==> src/rtl/if_pkg.sv <==
// Shared types and constants for the instruction-fetch stage.
package if_pkg;

  localparam int unsigned XLEN = 32;
  localparam logic [XLEN-1:0] PC_INC = 32'd4;

  typedef enum logic [0:0] {
    IF_REQ    = 1'b0,
    IF_HALTED = 1'b1
  } if_state_t;

  typedef struct packed {
    logic [XLEN-1:0] instruction;
    logic [XLEN-1:0] PC_plus_4;
  } if_id_t;

endpackage

==> src/rtl/if_hold_buf.sv <==
// One-entry skid buffer that parks a fetched word while the pipeline is frozen.
module if_hold_buf
  import if_pkg::*;
(
  input  logic   clk,
  input  logic   rst,
  input  logic   load,
  input  logic   drain,
  input  logic   clear,
  input  if_id_t din,
  output if_id_t dout,
  output logic   hold_valid
);

  // Clear and drain both empty the slot; clear wins over a same-cycle load.
  always_ff @(posedge clk) begin
    if (rst) begin
      hold_valid <= 1'b0;
      dout       <= '0;
    end else if (clear || drain) begin
      hold_valid <= 1'b0;
    end else if (load) begin
      hold_valid <= 1'b1;
      dout       <= din;
    end
  end

endmodule

==> src/rtl/if_stage.sv <==
// Instruction-fetch stage: PC, imem request handshake, freeze hold buffer and IF/ID register.
module if_stage
  import if_pkg::*;
#(
  parameter logic [31:0] RESET_PC = 32'h0000_0000
) (
  input  logic        clk,
  input  logic        rst,
  input  logic        cache_done,
  output logic        imem_req,
  output logic [31:0] imem_addr,
  input  logic        imem_ready,
  input  logic [31:0] imem_data,
  input  logic        redirect,
  input  logic [31:0] redirect_pc,
  input  logic        halt,
  output logic [31:0] instruction,
  output logic [31:0] PC_plus_4,
  output logic        inst_valid,
  output logic        halted
);

  if_state_t   state, state_nxt;
  logic [31:0] pc, pc_nxt;
  logic [31:0] drop_pc, drop_pc_nxt;
  logic        drop, drop_nxt;
  if_id_t      ifid, ifid_nxt;
  logic        valid_nxt, halted_nxt;
  logic        hold_load, hold_drain, hold_clear, hold_valid;
  if_id_t      hold_dout, fetched;
  logic        complete, sample;

  assign imem_req  = (state == IF_REQ) && !hold_valid && !rst;
  assign imem_addr = pc;
  assign complete  = imem_req && imem_ready;
  assign sample    = !cache_done && (state == IF_REQ);
  assign fetched   = {imem_data, pc + PC_INC};

  if_hold_buf u_hold (
    .clk        (clk),
    .rst        (rst),
    .load       (hold_load),
    .drain      (hold_drain),
    .clear      (hold_clear),
    .din        (fetched),
    .dout       (hold_dout),
    .hold_valid (hold_valid)
  );

  // Next-state: redirect beats halt; a redirect during an unanswered request
  // keeps the address stable and parks the target until the stale reply lands.
  always_comb begin
    state_nxt   = state;
    pc_nxt      = pc;
    drop_nxt    = drop;
    drop_pc_nxt = drop_pc;
    ifid_nxt    = ifid;
    valid_nxt   = inst_valid;
    halted_nxt  = halted;
    hold_load   = 1'b0;
    hold_drain  = 1'b0;
    hold_clear  = 1'b0;
    if (sample && redirect) begin
      valid_nxt  = 1'b0;
      hold_clear = 1'b1;
      if (imem_req && !imem_ready) begin
        drop_nxt    = 1'b1;
        drop_pc_nxt = redirect_pc;
      end else begin
        drop_nxt = 1'b0;
        pc_nxt   = redirect_pc;
      end
    end else if (sample && halt) begin
      state_nxt  = IF_HALTED;
      halted_nxt = 1'b1;
      valid_nxt  = 1'b0;
      hold_clear = 1'b1;
      drop_nxt   = 1'b0;
    end else if (complete && drop) begin
      drop_nxt = 1'b0;
      pc_nxt   = drop_pc;
      if (!cache_done) valid_nxt = 1'b0;
    end else if (complete) begin
      pc_nxt = pc + PC_INC;
      if (cache_done) begin
        hold_load = 1'b1;
      end else begin
        ifid_nxt  = fetched;
        valid_nxt = 1'b1;
      end
    end else if (!cache_done && hold_valid) begin
      ifid_nxt   = hold_dout;
      valid_nxt  = 1'b1;
      hold_drain = 1'b1;
    end else if (!cache_done) begin
      valid_nxt = 1'b0;
    end
  end

  always_ff @(posedge clk) begin
    if (rst) begin
      state      <= IF_REQ;
      pc         <= RESET_PC;
      drop       <= 1'b0;
      drop_pc    <= '0;
      ifid       <= '0;
      inst_valid <= 1'b0;
      halted     <= 1'b0;
    end else begin
      state      <= state_nxt;
      pc         <= pc_nxt;
      drop       <= drop_nxt;
      drop_pc    <= drop_pc_nxt;
      ifid       <= ifid_nxt;
      inst_valid <= valid_nxt;
      halted     <= halted_nxt;
    end
  end

  assign instruction = ifid.instruction;
  assign PC_plus_4   = ifid.PC_plus_4;

endmodule

==> config.mk <==
export PLATFORM = sky130hd
export DESIGN_NAME = if_stage
export DESIGN_NICKNAME = d
export VERILOG_FILES = /design/src/rtl/if_pkg.sv /design/src/rtl/if_hold_buf.sv /design/src/rtl/if_stage.sv
export SDC_FILE = /design/constraint.sdc
export NUM_CORES = 1
export LEC_CHECK = 0
export CAP_MARGIN = 20
export CORE_MARGIN = 2
export CORE_UTILIZATION = 51
export DETAILED_ROUTE_END_ITERATION = 8
export GPL_ROUTABILITY_DRIVEN = 0
export GPL_TIMING_DRIVEN = 0
export PLACE_DENSITY = 0.79
export SLEW_MARGIN = 20
export SYNTH_ARGS = -nofsm -noshare
export SYNTH_HDL_FRONTEND = slang
export SYNTH_SLANG_ARGS = --single-unit
==> constraint.sdc <==
create_clock -name clk -period 2.5 [get_ports clk]
set_input_delay 0.375 -clock clk [delete_from_list [all_inputs] [get_ports clk]]
set_output_delay 0.375 -clock clk [all_outputs]
set_load 0.03 [all_outputs]
==> metrics.json, run 1 <==
{
  "effective_utilization_at_floorplan": {"value": 0.517},
  "leakagePower": {"value": 3.79, "unit": "nW"},
  "clock_path_buffers": {"value": 2},
  "topRoutingLayerUsed": {"value": "met4"},
  "yosys.area_share.xor_xnor": {"value": 0.0236},
  "drt_pre_antenna_iters": {"value": 8},
  "yosys_register_bits": {"value": 196},
  "mappedNetlistNets": {"value": 1210},
  "number_of_maximum_capacitance_constraint_violations": {"value": 0},
  "die_area": {"value": 18400, "unit": "um2"},
  "status": {"value": "complete, no violations"},
  "final_nets": {"value": 1399},
  "dpl_worst_slack": {"value": -0.538, "unit": "ns"},
  "total_power": {"value": 7.09, "unit": "mW"},
  "postLayoutSetupSlackWorst": {"value": 0.0839, "unit": "ns"},
  "post_synth_fa_ha_maj_area_fraction": {"value": 0.00141},
  "final_setup_fails": {"value": 0},
  "area_delta_synth_final": {"value": 29.5, "unit": "%"},
  "rr_startpoint": {"value": "imem_addr[4]"},
  "placement.io_buffers": {"value": 167},
  "ff_to_ff_path_depth": {"value": 7},
  "synth_sequential_area_ratio": {"value": 0.443},
  "crit_path_start": {"value": "imem_addr[4]"},
  "synth_compound_gate_area_share": {"value": 0.225},
  "critPathCapture": {"value": "imem_addr[27]"},
  "filler_instances": {"value": 1485},
  "worst_setup_path_end_kind": {"value": "flip-flop"},
  "grt_first_pass_wirelength": {"value": 44900, "unit": "um"},
  "post_synth_instance_area": {"value": 8850, "unit": "um2"},
  "grt.total_usage": {"value": 0.314},
  "hold_path.class": {"value": "input port to flip-flop"},
  "critical_path_class": {"value": "flip-flop to flip-flop"},
  "h-tree-depth": {"value": 4},
  "final_antenna_net_count": {"value": 0},
  "clock_insertion_delay_worst_skew": {"value": 0.44, "unit": "ns"},
  "post_synth.cell_area_avg": {"value": 7.77, "unit": "um2"},
  "rsz0062_at_grt": {"value": "false"},
  "synth-main-ff-cell": {"value": "dfxtp_1"},
  "syn-instance-count": {"value": 1139},
  "yosysWarnings": {"value": 0},
  "worstPathRequired": {"value": 2.80, "unit": "ns"},
  "post-route-drc-count": {"value": 0},
  "synth_top_family_by_area": {"value": "simple AND/OR/NAND/NOR gates"},
  "layout_worst_path_cycle_share": {"value": 0.966},
  "synth_edf_count": {"value": 0},
  "power_density": {"value": 618, "unit": "nW/um2"},
  "cts_root_buffer": {"value": "clkbuf_16"},
  "grt_start_max_net_pins": {"value": 19},
  "setup.reg_to_reg.worst_slack": {"value": 0.08, "unit": "ns"},
  "antennaDiodeCount": {"value": 0},
  "globalRoute.totalOverflow": {"value": 0},
  "crit_path_max_fanout": {"value": 9},
  "met2_length": {"value": 13400, "unit": "um"},
  "m1WireLength": {"value": 12000, "unit": "um"},
  "crit_path_start_kind": {"value": "flip-flop"},
  "dieHeight": {"value": 136, "unit": "um"},
  "asyncSetResetFlopFracSynth": {"value": 0},
  "drtIter0Drc": {"value": 1074},
  "drt-wirelength-per-cell": {"value": 18.7, "unit": "um"},
  "skew": {"value": 0.0124, "unit": "ns"},
  "tritoncts": {"value": "built"},
  "vias_per_cell": {"value": 5.95},
  "critical_path.reg2reg.endpoint": {"value": "imem_addr[27]"},
  "die_x": {"value": 136, "unit": "um"},
  "design.core.area": {"value": 17100, "unit": "um2"},
  "place_hpwl": {"value": 21300, "unit": "um"},
  "synth.lib_cells_used.distinct": {"value": 63},
  "numClockSinks": {"value": 196},
  "yosys-top-cells-area": {"value": "dfxtp_1 44%, nand2_1 11%, a21oi_1 6.9%, nor2_1 5.0%, a311oi_1 3.9%"},
  "worst_pin_slew": {"value": 0.863, "unit": "ns"},
  "hold_viol": {"value": 0},
  "maxSlewHeadroom": {"value": 0.424},
  "worst_ir_drop_on_vdd": {"value": 0.608, "unit": "mV"},
  "tritoncts.num_buffers": {"value": 17},
  "routed-via-count": {"value": 9310},
  "tns": {"value": 0, "unit": "ns"},
  "first_global_vias": {"value": 8429},
  "synth.area.mux_share": {"value": 0.00353},
  "count_of_final_max_slew_check_failures": {"value": 0},
  "crit_arrival": {"value": 2.72, "unit": "ns"},
  "fin_worst_hold_slack": {"value": 0.356, "unit": "ns"},
  "met3WireLength": {"value": 2940, "unit": "um"},
  "proportion_of_netlist_area_held_by_the_largest_area_contributor": {"value": 0.443},
  "pin_count": {"value": 169},
  "max_freq": {"value": 414, "unit": "MHz"},
  "yosys.area_share.simple": {"value": 0.250},
  "floorplan.rows": {"value": 48},
  "postRouteWirelength": {"value": 29300, "unit": "um"},
  "final_layout_size_suffix_gt1_frac": {"value": 0.0716},
  "cts.reportedPaths.clkPinSlew": {"value": 0.08, "unit": "ns"},
  "antenna_found_initial": {"value": 0},
  "timing.final.crit_period": {"value": 2.42, "unit": "ns"},
  "synth_area_leader_cell": {"value": "dfxtp_1"}
}
-- power by group --
group | internal [mW] | switching, mW
clock | 1.44 | 1.33
combinational | 0.381 | 0.617
sequential | 3.23 | 0.0920
total | 5.05 | 2.04
-- cells by family after synthesis --
group,Yosys count
AND/OR/NAND/NOR,498
AO/OA/AOI/OAI,303
flip-flops,196
buffers and inverters,115
XOR/XNOR,23
multiplexers,3
adder cells (fa/ha/maj),1
-- how the worst min path moves through the flow --
| stage | from | end | slack [ns] | cells after the start |
|---|---|---|---|---|
| after CTS | cache_done | inst_valid | 0.34 | 3 |
| final | cache_done | inst_valid | 0.36 | 3 |
| after detailed placement | drop_pc[13] | drop_pc[13] | 0.45 | 2 |
| after floorplan | drop_pc[23] | drop_pc[23] | 0.43 | 2 |
| after global placement | drop_pc[23] | drop_pc[23] | 0.44 | 2 |
| after global routing | cache_done | inst_valid | 0.38 | 3 |
-- synthesized netlist by cell type (4+ instances only) --
cell      number
nand2_1      258
dfxtp_1      196
a21oi_1      122
nor2_1       118
clkbuf_1      68
a311oi_1      39
a211oi_1      33
o21ai_0       33
buf_2         26
nor3_1        23
nand3_1       21
nand4_1       18
inv_1         15
xnor2_1       15
a31oi_1       11
nor4_1        11
and2_1        10
and3_1        10
o32ai_1        9
o211ai_1       8
or3_1          8
xor2_1         7
o31a_1         6
a211o_1        5
and4_1         5
o221ai_1       4
o22ai_1        4
o31ai_1        4
-- layout make-up --
cell class / instances / area (um2) / share of cell area
timing repair buffer: 170 / 1700 / 0.148
clock buffer: 19 / 443 / 0.0386
multi-input combinational: 828 / 4490 / 0.392
clock inverter: 13 / 141 / 0.0123
inverter: 15 / 56.3 / 0.00491
tap: 225 / 282 / 0.0246
buffer: 100 / 428 / 0.0373
sequential: 196 / 3930 / 0.342
-- sequential cells by signal (all words and copies together), names as in the netlist --
name	cells
inst_valid	1
instruction	32
drop	1
u_hold.hold_valid	1
drop_pc	32
PC_plus_4	32
imem_addr	32
state	1
u_hold.dout	64
-- layer usage --
metal,up-vias,track usage
li1,4389,-
met2,563,0.505
met1,4269,0.421
met4,0,0.133
met5,-,0
met3,89,0.0464
-- through the flow --
step / std cells / utilization / area [um2]
floorplan: 1139 / - / 8850
global placement: 1531 / 0.631 / 10800
detailed placement: 1531 / 0.631 / 10800
CTS: 1563 / 0.666 / 11400
global route: 1566 / 0.670 / 11500
finish: 1566 / 0.670 / 11500
-- worst max-delay path, stage by stage, from the launching register on --
cell and delay [ns]:
dfxtp_1 0.32, buf_2 0.20, nand3_2 0.17, or3_1 0.40, buf_2 0.18, or4_4 0.56, xnor2_2 0.30, o32ai_1 0.15
-- repair_timing --
item	in CTS	in global routing
setup endpoints to repair	20	105
gates resized for setup	2	22
hold buffers	0	0
gates cloned	0	0
setup buffers	0	3
-- cells in the final DEF (no fill, tap or decap), types with 5 or more instances in the layout --
cell / netlist / layout
a211o_1: 5 / 5
a211oi_1: 33 / 33
a21oi_1: 122 / 122
a311oi_1: 39 / 39
a31oi_1: 11 / 11
and2_1: 10 / 10
and3_1: 10 / 10
and4_1: 5 / 5
buf_2: 26 / 26
buf_4: 2 / 5
clkbuf_1: 68 / 62
clkbuf_16: 0 / 17
clkbuf_2: 1 / 10
clkdlybuf4s50_1: 0 / 166
dfxtp_1: 196 / 194
inv_1: 15 / 15
nand2_1: 258 / 258
nand3_1: 21 / 21
nand4_1: 18 / 18
nor2_1: 118 / 118
nor3_1: 23 / 22
nor4_1: 11 / 11
o211ai_1: 8 / 8
o21ai_0: 33 / 33
o31a_1: 6 / 6
o32ai_1: 9 / 9
or3_1: 8 / 8
xnor2_1: 15 / 15
xor2_1: 7 / 7
(Power assumes the default switching activity.)
==> run 2, diff against run 1 <==
Settings changed: PLACE_DENSITY 0.79 to unset, PLACE_DENSITY_LB_ADDON set to 0.1.
==> run 2 against run 1 <==
  * Routed wire length hardly changed
  * Final cell count is essentially flat
  * Sequential power is essentially flat
  * Die area unchanged
  * Non-clock buffer count decreased by 1
  * Register-to-register slack worse by 0.04 ns
  * Global-route usage decreased by 0.094 points
  * Worst setup slack worse by 0.041 ns
  * First-iteration DRC count increased by 5.8%
  * Clock skew is essentially flat
  * Clock power is 4% higher
  * Sequential cell count stayed put
  * Highest routed layer unchanged
==> metrics.json, run 2 (same netlist as run 1, synthesis figures left out) <==
{
  "crit_path_start_kind": {"value": "flip-flop"},
  "die_area": {"value": 18400, "unit": "um2", "change": "unchanged"},
  "clock_path_buffers": {"value": 2, "change": "unchanged"},
  "placement.io_buffers": {"value": 167, "change": "unchanged"},
  "count_of_final_max_slew_check_failures": {"value": 0, "change": "unchanged"},
  "cts_root_buffer": {"value": "clkbuf_16"},
  "area_delta_synth_final": {"value": 29.9, "unit": "%"},
  "filler_instances": {"value": 1531, "change": "+3.1%"},
  "worst_setup_path_end_kind": {"value": "flip-flop"},
  "design.core.area": {"value": 17100, "unit": "um2", "change": "unchanged"},
  "rr_startpoint": {"value": "imem_addr[5]"},
  "number_of_maximum_capacitance_constraint_violations": {"value": 0, "change": "unchanged"},
  "grt_start_max_net_pins": {"value": 18, "change": "-1"},
  "tns": {"value": 0, "unit": "ns", "change": "unchanged"},
  "drtIter0Drc": {"value": 1136, "change": "+5.8%"},
  "largest-register": {"value": "u_hold.dout"},
  "clock_insertion_delay_worst_skew": {"value": 0.45, "unit": "ns", "change": "about the same"},
  "layout.core_utilization": {"value": 0.672, "change": "+0.00212"},
  "tritoncts": {"value": "built"},
  "critical_path_class": {"value": "flip-flop to flip-flop"},
  "rsz0062_at_grt": {"value": "false"},
  "dpl_worst_slack": {"value": -0.767, "unit": "ns", "change": "-0.228 ns"},
  "total_power": {"value": 7.19, "unit": "mW", "change": "+1.5%"},
  "final_antenna_net_count": {"value": 0, "change": "unchanged"},
  "leakagePower": {"value": 3.81, "unit": "nW", "change": "+0.65%"},
  "grt.total_usage": {"value": 0.313, "change": "-0.000938"},
  "largest_reg_flops": {"value": 64, "change": "unchanged"},
  "dpl-instance-area": {"value": 10800, "unit": "um2", "change": "unchanged"},
  "floorplan.rows": {"value": 48, "change": "unchanged"},
  "hold_viol": {"value": 0, "change": "unchanged"},
  "h-tree-depth": {"value": 4, "change": "unchanged"},
  "antennaDiodeCount": {"value": 0, "change": "unchanged"},
  "setup.reg_to_reg.worst_slack": {"value": 0.04, "unit": "ns", "change": "-0.04 ns"},
  "final_layout_size_suffix_gt1_frac": {"value": 0.0724, "change": "+0.000800"},
  "place_hpwl": {"value": 21200, "unit": "um", "change": "-0.86%"},
  "drt_pre_antenna_iters": {"value": 7, "change": "-1"},
  "hold_start": {"value": "cache_done"},
  "worstPathRequired": {"value": 2.80, "unit": "ns", "change": "about the same"},
  "crit_arrival": {"value": 2.75, "unit": "ns", "change": "+0.03 ns"},
  "postRouteWirelength": {"value": 29300, "unit": "um", "change": "about the same"},
  "drt-wirelength-per-cell": {"value": 18.7, "unit": "um", "change": "about the same"},
  "most_common_library_cell_in_the_layout_ignoring_fill_and_taps": {"value": "nand2_1"},
  "dieHeight": {"value": 136, "unit": "um", "change": "unchanged"},
  "vias_per_cell": {"value": 5.93, "change": "-0.26%"},
  "pin_count": {"value": 169, "change": "unchanged"},
  "layoutNonFillerInstCount": {"value": 1565, "change": "-0.064%"},
  "grt_first_pass_wirelength": {"value": 44500, "unit": "um", "change": "-0.85%"},
  "final_nets": {"value": 1398, "change": "-0.071%"},
  "holdPathStages": {"value": 3, "change": "unchanged"},
  "effective_utilization_at_floorplan": {"value": 0.517, "change": "unchanged"},
  "maxSlewHeadroom": {"value": 0.439, "change": "+0.0150"},
  "cpPeakStageDelay": {"value": 0.55, "unit": "ns", "change": "about the same"},
  "post-route-drc-count": {"value": 0, "change": "unchanged"},
  "layout_worst_path_cycle_share": {"value": 0.983, "change": "+0.0163"},
  "first_global_vias": {"value": 8159, "change": "-3.2%"},
  "numClockSinks": {"value": 196, "change": "unchanged"},
  "critical_path.reg2reg.endpoint": {"value": "imem_addr[27]"},
  "hold_path_end": {"value": "inst_valid"},
  "final_setup_fails": {"value": 0, "change": "unchanged"},
  "worst_path_max_delay_cell": {"value": "or4_4"},
  "tritoncts.num_buffers": {"value": 17, "change": "unchanged"},
  "antenna_found_initial": {"value": 0, "change": "unchanged"},
  "status": {"value": "complete, no violations"},
  "die_x": {"value": 136, "unit": "um", "change": "unchanged"},
  "power_density": {"value": 626, "unit": "nW/um2", "change": "+1.2%"},
  "max_freq": {"value": 407, "unit": "MHz", "change": "-1.7%"},
  "fin_worst_hold_slack": {"value": 0.347, "unit": "ns", "change": "-0.00885 ns"},
  "chain_of_cells_forming_the_critical_path": {"value": "clkbuf_2 > nand4_1 > or3_1 > buf_2 > or4_4 > xnor2_2 > o32ai_1"},
  "skew": {"value": 0.0129, "unit": "ns", "change": "+0.000439 ns"},
  "timing.final.crit_period": {"value": 2.46, "unit": "ns", "change": "+0.0409 ns"},
  "layout_common_cells": {"value": "258 x nand2_1, 195 x dfxtp_1, 166 x clkdlybuf4s50_1, 122 x a21oi_1, 118 x nor2_1"},
  "postLayoutSetupSlackWorst": {"value": 0.0430, "unit": "ns", "change": "-0.0409 ns"},
  "hold_path.class": {"value": "input port to flip-flop"},
  "worst_ir_drop_on_vdd": {"value": 0.481, "unit": "mV", "change": "-21%"},
  "routed-via-count": {"value": 9280, "change": "-0.32%"},
  "cts.reportedPaths.clkPinSlew": {"value": 0.07, "unit": "ns", "change": "about the same"},
  "worst_pin_slew": {"value": 0.841, "unit": "ns", "change": "-0.0225 ns"},
  "globalRoute.totalOverflow": {"value": 0, "change": "unchanged"},
  "crit_path_max_fanout": {"value": 7, "change": "-2"},
  "fin_area": {"value": 11500, "unit": "um2", "change": "+0.32%"},
  "ff_to_ff_path_depth": {"value": 7, "change": "unchanged"},
  "place_inst": {"value": 1531, "change": "unchanged"}
}
-- run 2: cell count changes in the layout (fill, tap and decap cells not counted), sizes merged --
cell      previous run  this run
bufinv               1         3
clkinvlp             3         1
inv                 21        17
clkinv               3         8
clkbuf              90        88
-- run 2: repair_timing --
item	4_1_cts	5_1_grt
setup endpoints to repair	42	101
gates resized for setup	4	21
buffers inserted	0	3
hold buffers	0	0
pin swaps	0	1
cloned	0	0
-- run 2: where the power goes --
| part | total, mW | internal [mW] | switching [mW] |
|---|---|---|---|
| Combinational | 0.999 | 0.381 | 0.618 |
| Sequential | 3.32 | 3.23 | 0.0911 |
| Clock | 2.88 | 1.61 | 1.26 |
-- run 2: critical path, delay by kind of cell (launching register included) --
| family | cells | cell delay [ns] |
|---|---|---|
| and+or+nand+nor | 3 | 1.16 |
| buffers and inverters | 2 | 0.36 |
| DFF | 1 | 0.35 |
| AOI/OAI and AO/OA | 1 | 0.14 |
| xor gates and xnor gates | 1 | 0.29 |
-- run 2: worst max path at each step --
stage,start,endpoint,slack [ns],cells after the start
after detailed placement,rst,instruction[28],-0.77,7
after global routing,imem_addr[4],imem_addr[27],0.006,7
final,imem_addr[5],imem_addr[27],0.04,7
after floorplan,imem_addr[4],imem_addr[27],0.10,7
after CTS,state,imem_req,0.02,4
after global placement,rst,instruction[28],-0.70,7
-- run 2: layout make-up --
type,count,area [um2],area share
multi-input combinational,828,4500,0.391
clock buffer,18,439,0.0382
timing repair buffer,170,1700,0.148
tap,225,282,0.0245
clock inverter,14,178,0.0154
inverter,15,56.3,0.00490
buffer,99,427,0.0371
sequential,196,3930,0.341
-- run 2: per-layer routing --
layer,vias to the layer above,track usage,wire [um]
met3,76,0.0584,3010
met2,496,0.506,13600
li1,4393,-,-
met5,-,0,0
met1,4315,0.413,11800
met4,0,0.125,970
==> run 3, diff against run 2 <==
Settings changed: CORE_UTILIZATION 51 to 47, CTS_CLUSTER_DIAMETER set to 100.
Clock period 2.5 ns to 2.07 ns, I/O delays scaled along.
==> run 3 against run 2 <==
  * The run now ends with setup timing left
  * Clock power up 17%
  * Non-clock buffer count up 19
  * Critical endpoint is now imem_addr[19]
  * Utilization down 2.2 points
  * Sequential power up 21%
  * Sequential cell count unchanged
  * Critical path depth unchanged
  * Combinational power up 32%
  * Routed wire length up 4.3%
==> metrics.json, run 3 (same netlist as run 1, synthesis figures left out) <==
{
  "die_x": {"value": 141, "unit": "um", "change": "+4.0%"},
  "clock_insertion_delay_worst_skew": {"value": 0.44, "unit": "ns", "change": "about the same"},
  "postRouteWirelength": {"value": 30600, "unit": "um", "change": "+4.3%"},
  "ff_to_ff_path_depth": {"value": 7, "change": "unchanged"},
  "rsz0062_at_grt": {"value": "true"},
  "critical_path.reg2reg.endpoint": {"value": "imem_addr[19]"},
  "number_of_maximum_capacitance_constraint_violations": {"value": 0, "change": "unchanged"},
  "place_hpwl": {"value": 22000, "unit": "um", "change": "+4.2%"},
  "largest_reg_flops": {"value": 64, "change": "unchanged"},
  "grt_start_max_net_pins": {"value": 20, "change": "+2"},
  "final_nets": {"value": 1417, "change": "+1.4%"},
  "vias_per_cell": {"value": 5.83, "change": "-1.7%"},
  "most_common_library_cell_in_the_layout_ignoring_fill_and_taps": {"value": "nand2_1"},
  "area_delta_synth_final": {"value": 36.5, "unit": "%"},
  "layout_worst_path_cycle_share": {"value": 1.00, "change": "+0.0207"},
  "skew": {"value": 0.0103, "unit": "ns", "change": "-0.00257 ns"},
  "crit_arrival": {"value": 2.46, "unit": "ns", "change": "-0.29 ns"},
  "clock_path_buffers": {"value": 2, "change": "unchanged"},
  "hold_viol": {"value": 0, "change": "unchanged"},
  "die_area": {"value": 19900, "unit": "um2", "change": "+8.3%"},
  "worst_pin_slew": {"value": 0.797, "unit": "ns", "change": "-0.0434 ns"},
  "drt_pre_antenna_iters": {"value": 5, "change": "-2"},
  "layout_common_cells": {"value": "256 x nand2_1, 176 x dfxtp_1, 164 x clkdlybuf4s50_1, 119 x a21oi_1, 117 x nor2_1"},
  "hold_start": {"value": "cache_done"},
  "status": {"value": "finished, violations left"},
  "crit_path_max_fanout": {"value": 5, "change": "-2"},
  "pin_count": {"value": 169, "change": "unchanged"},
  "drtIter0Drc": {"value": 894, "change": "-21%"},
  "drt-wirelength-per-cell": {"value": 19.2, "unit": "um", "change": "+2.5%"},
  "postLayoutSetupSlackWorst": {"value": -0.00714, "unit": "ns", "change": "-0.0502 ns"},
  "cts_hold_buffers": {"value": 0, "change": "unchanged"},
  "post-route-drc-count": {"value": 0, "change": "unchanged"},
  "final_setup_fails": {"value": 1, "change": "+1"},
  "dieHeight": {"value": 141, "unit": "um", "change": "+4.0%"},
  "layout.core_utilization": {"value": 0.650, "change": "-0.0218"},
  "maxSlewHeadroom": {"value": 0.468, "change": "+0.0289"},
  "cts.reportedPaths.clkPinSlew": {"value": 0.08, "unit": "ns", "change": "about the same"},
  "design.core.area": {"value": 18600, "unit": "um2", "change": "+8.6%"},
  "cts_root_buffer": {"value": "clkbuf_16"},
  "timing.final.crit_period": {"value": 2.08, "unit": "ns", "change": "-0.380 ns"},
  "tns": {"value": -0.00714, "unit": "ns", "change": "-0.00714 ns"},
  "first_global_vias": {"value": 8398, "change": "+2.9%"},
  "leakagePower": {"value": 4.10, "unit": "nW", "change": "+7.7%"},
  "worst_ir_drop_on_vdd": {"value": 0.607, "unit": "mV", "change": "+26%"},
  "place_inst": {"value": 1540, "change": "+0.59%"},
  "grt.total_usage": {"value": 0.303, "change": "-0.00964"},
  "final_layout_size_suffix_gt1_frac": {"value": 0.148, "change": "+0.0755"},
  "filler_instances": {"value": 1642, "change": "+7.3%"},
  "floorplan.rows": {"value": 50, "change": "+4.2%"},
  "power_density": {"value": 719, "unit": "nW/um2", "change": "+15%"},
  "crit_path_start_kind": {"value": "flip-flop"},
  "total_power": {"value": 8.69, "unit": "mW", "change": "+21%"},
  "worstPathRequired": {"value": 2.45, "unit": "ns", "change": "-0.35 ns"},
  "hold_path.class": {"value": "input port to flip-flop"},
  "final_antenna_net_count": {"value": 0, "change": "unchanged"},
  "max_freq": {"value": 481, "unit": "MHz", "change": "+18%"},
  "holdPathStages": {"value": 3, "change": "unchanged"},
  "numClockSinks": {"value": 196, "change": "unchanged"},
  "placement.io_buffers": {"value": 167, "change": "unchanged"},
  "rr_startpoint": {"value": "imem_addr[3]"},
  "worst_setup_path_end_kind": {"value": "flip-flop"},
  "effective_utilization_at_floorplan": {"value": 0.476, "change": "-0.0407"},
  "antenna_found_initial": {"value": 0, "change": "unchanged"},
  "critical_path_class": {"value": "flip-flop to flip-flop"},
  "tritoncts": {"value": "built"},
  "violations": {"value": "setup timing"},
  "h-tree-depth": {"value": 4, "change": "unchanged"},
  "globalRoute.totalOverflow": {"value": 0, "change": "unchanged"},
  "largest-register": {"value": "u_hold.dout"},
  "grt_first_pass_wirelength": {"value": 47100, "unit": "um", "change": "+5.7%"},
  "setup.reg_to_reg.worst_slack": {"value": -0.007, "unit": "ns", "change": "-0.05 ns"},
  "layoutNonFillerInstCount": {"value": 1593, "change": "+1.8%"},
  "antennaDiodeCount": {"value": 0, "change": "unchanged"},
  "count_of_final_max_slew_check_failures": {"value": 0, "change": "unchanged"},
  "tritoncts.num_buffers": {"value": 17, "change": "unchanged"},
  "routed-via-count": {"value": 9289, "change": "+0.097%"},
  "hold_path_end": {"value": "inst_valid"}
}
## run 3: changes by cell type in the layout (fill, tap and decap cells not counted), moves of 6 or more
cell      before  now
buf_2         26   12
buf_4          5   34
buf_6          0   14
clkbuf_1      60   27
clkbuf_2       9   24
clkbuf_4       1    9
dfxtp_1      195  176
dfxtp_2        1    8
dfxtp_4        0   12
o21ai_0       33   26
o21ai_1        0    6
## run 3: repair_timing
action / in CTS / in global routing
setup buffers: 20 / 6
endpoints found under the setup margin: 194 / 158
pin swaps: 11 / 10
gates resized for setup: 107 / 80
## run 3: power by group
group / leakage (nW) / switching (mW) / total, mW / internal [mW]
Sequential: 1.60 / 0.113 / 4.01 / 3.90
Combinational: 2.21 / 0.792 / 1.32 / 0.530
Clock: 0.289 / 1.64 / 3.36 / 1.72
Total: 4.10 / 2.54 / 8.69 / 6.15
## run 3: final cells by class
class | instances | area [um2] | area share
clock buffer | 17 | 425 | 0.0352
timing repair buffer | 193 | 1880 | 0.156
clock inverter | 15 | 165 | 0.0137
tap | 234 | 293 | 0.0242
buffer | 95 | 573 | 0.0474
multi-input combinational | 828 | 4710 | 0.390
inverter | 15 | 56.3 | 0.00466
sequential | 196 | 3980 | 0.329
## run 3: through the flow
| stage | cell area [um2] | hold slack, ns | setup slack (ns) |
|---|---|---|---|
| 4_1_cts | 11900 | 0.280 | -0.0489 |
| 3_3_place_gp | 10900 | 0.439 | -1.02 |
| 5_1_grt | 12100 | 0.310 | -0.0410 |
| 6_report | 12100 | 0.299 | -0.00714 |
| 3_5_place_dp | 10900 | 0.446 | -1.04 |
| 2_1_floorplan | 8900 | 0.432 | 0.0199 |
## run 3: worst max-delay path, stage by stage (launching register included)
cell and delay (ns):
dfxtp_4 0.40, nand3_4 0.12, or3_4 0.40, buf_6 0.13, buf_4 0.15, or3_4 0.37
a2111oi_2 0.31, a311o_1 0.15
## run 3: routing by layer
layer,up-vias,share of wire,GRT usage
li1,4442,-,-
met1,4299,0.44,0.433
met2,475,0.45,0.463
met3,73,0.088,0.0503
met4,0,0.029,0.108
met5,-,0,0
## run 3: worst max path at each step
stage | start | cells past startpoint | slack, ns | endpoint
floorplan | state | 6 | 0.02 | PC_plus_4[21]
global placement | rst | 8 | -1.02 | PC_plus_4[4]
detailed placement | rst | 8 | -1.04 | PC_plus_4[4]
CTS | imem_addr[7] | 6 | -0.05 | imem_addr[27]
global route | imem_addr[3] | 7 | -0.04 | imem_addr[19]
finish | imem_addr[3] | 7 | -0.007 | imem_addr[19]
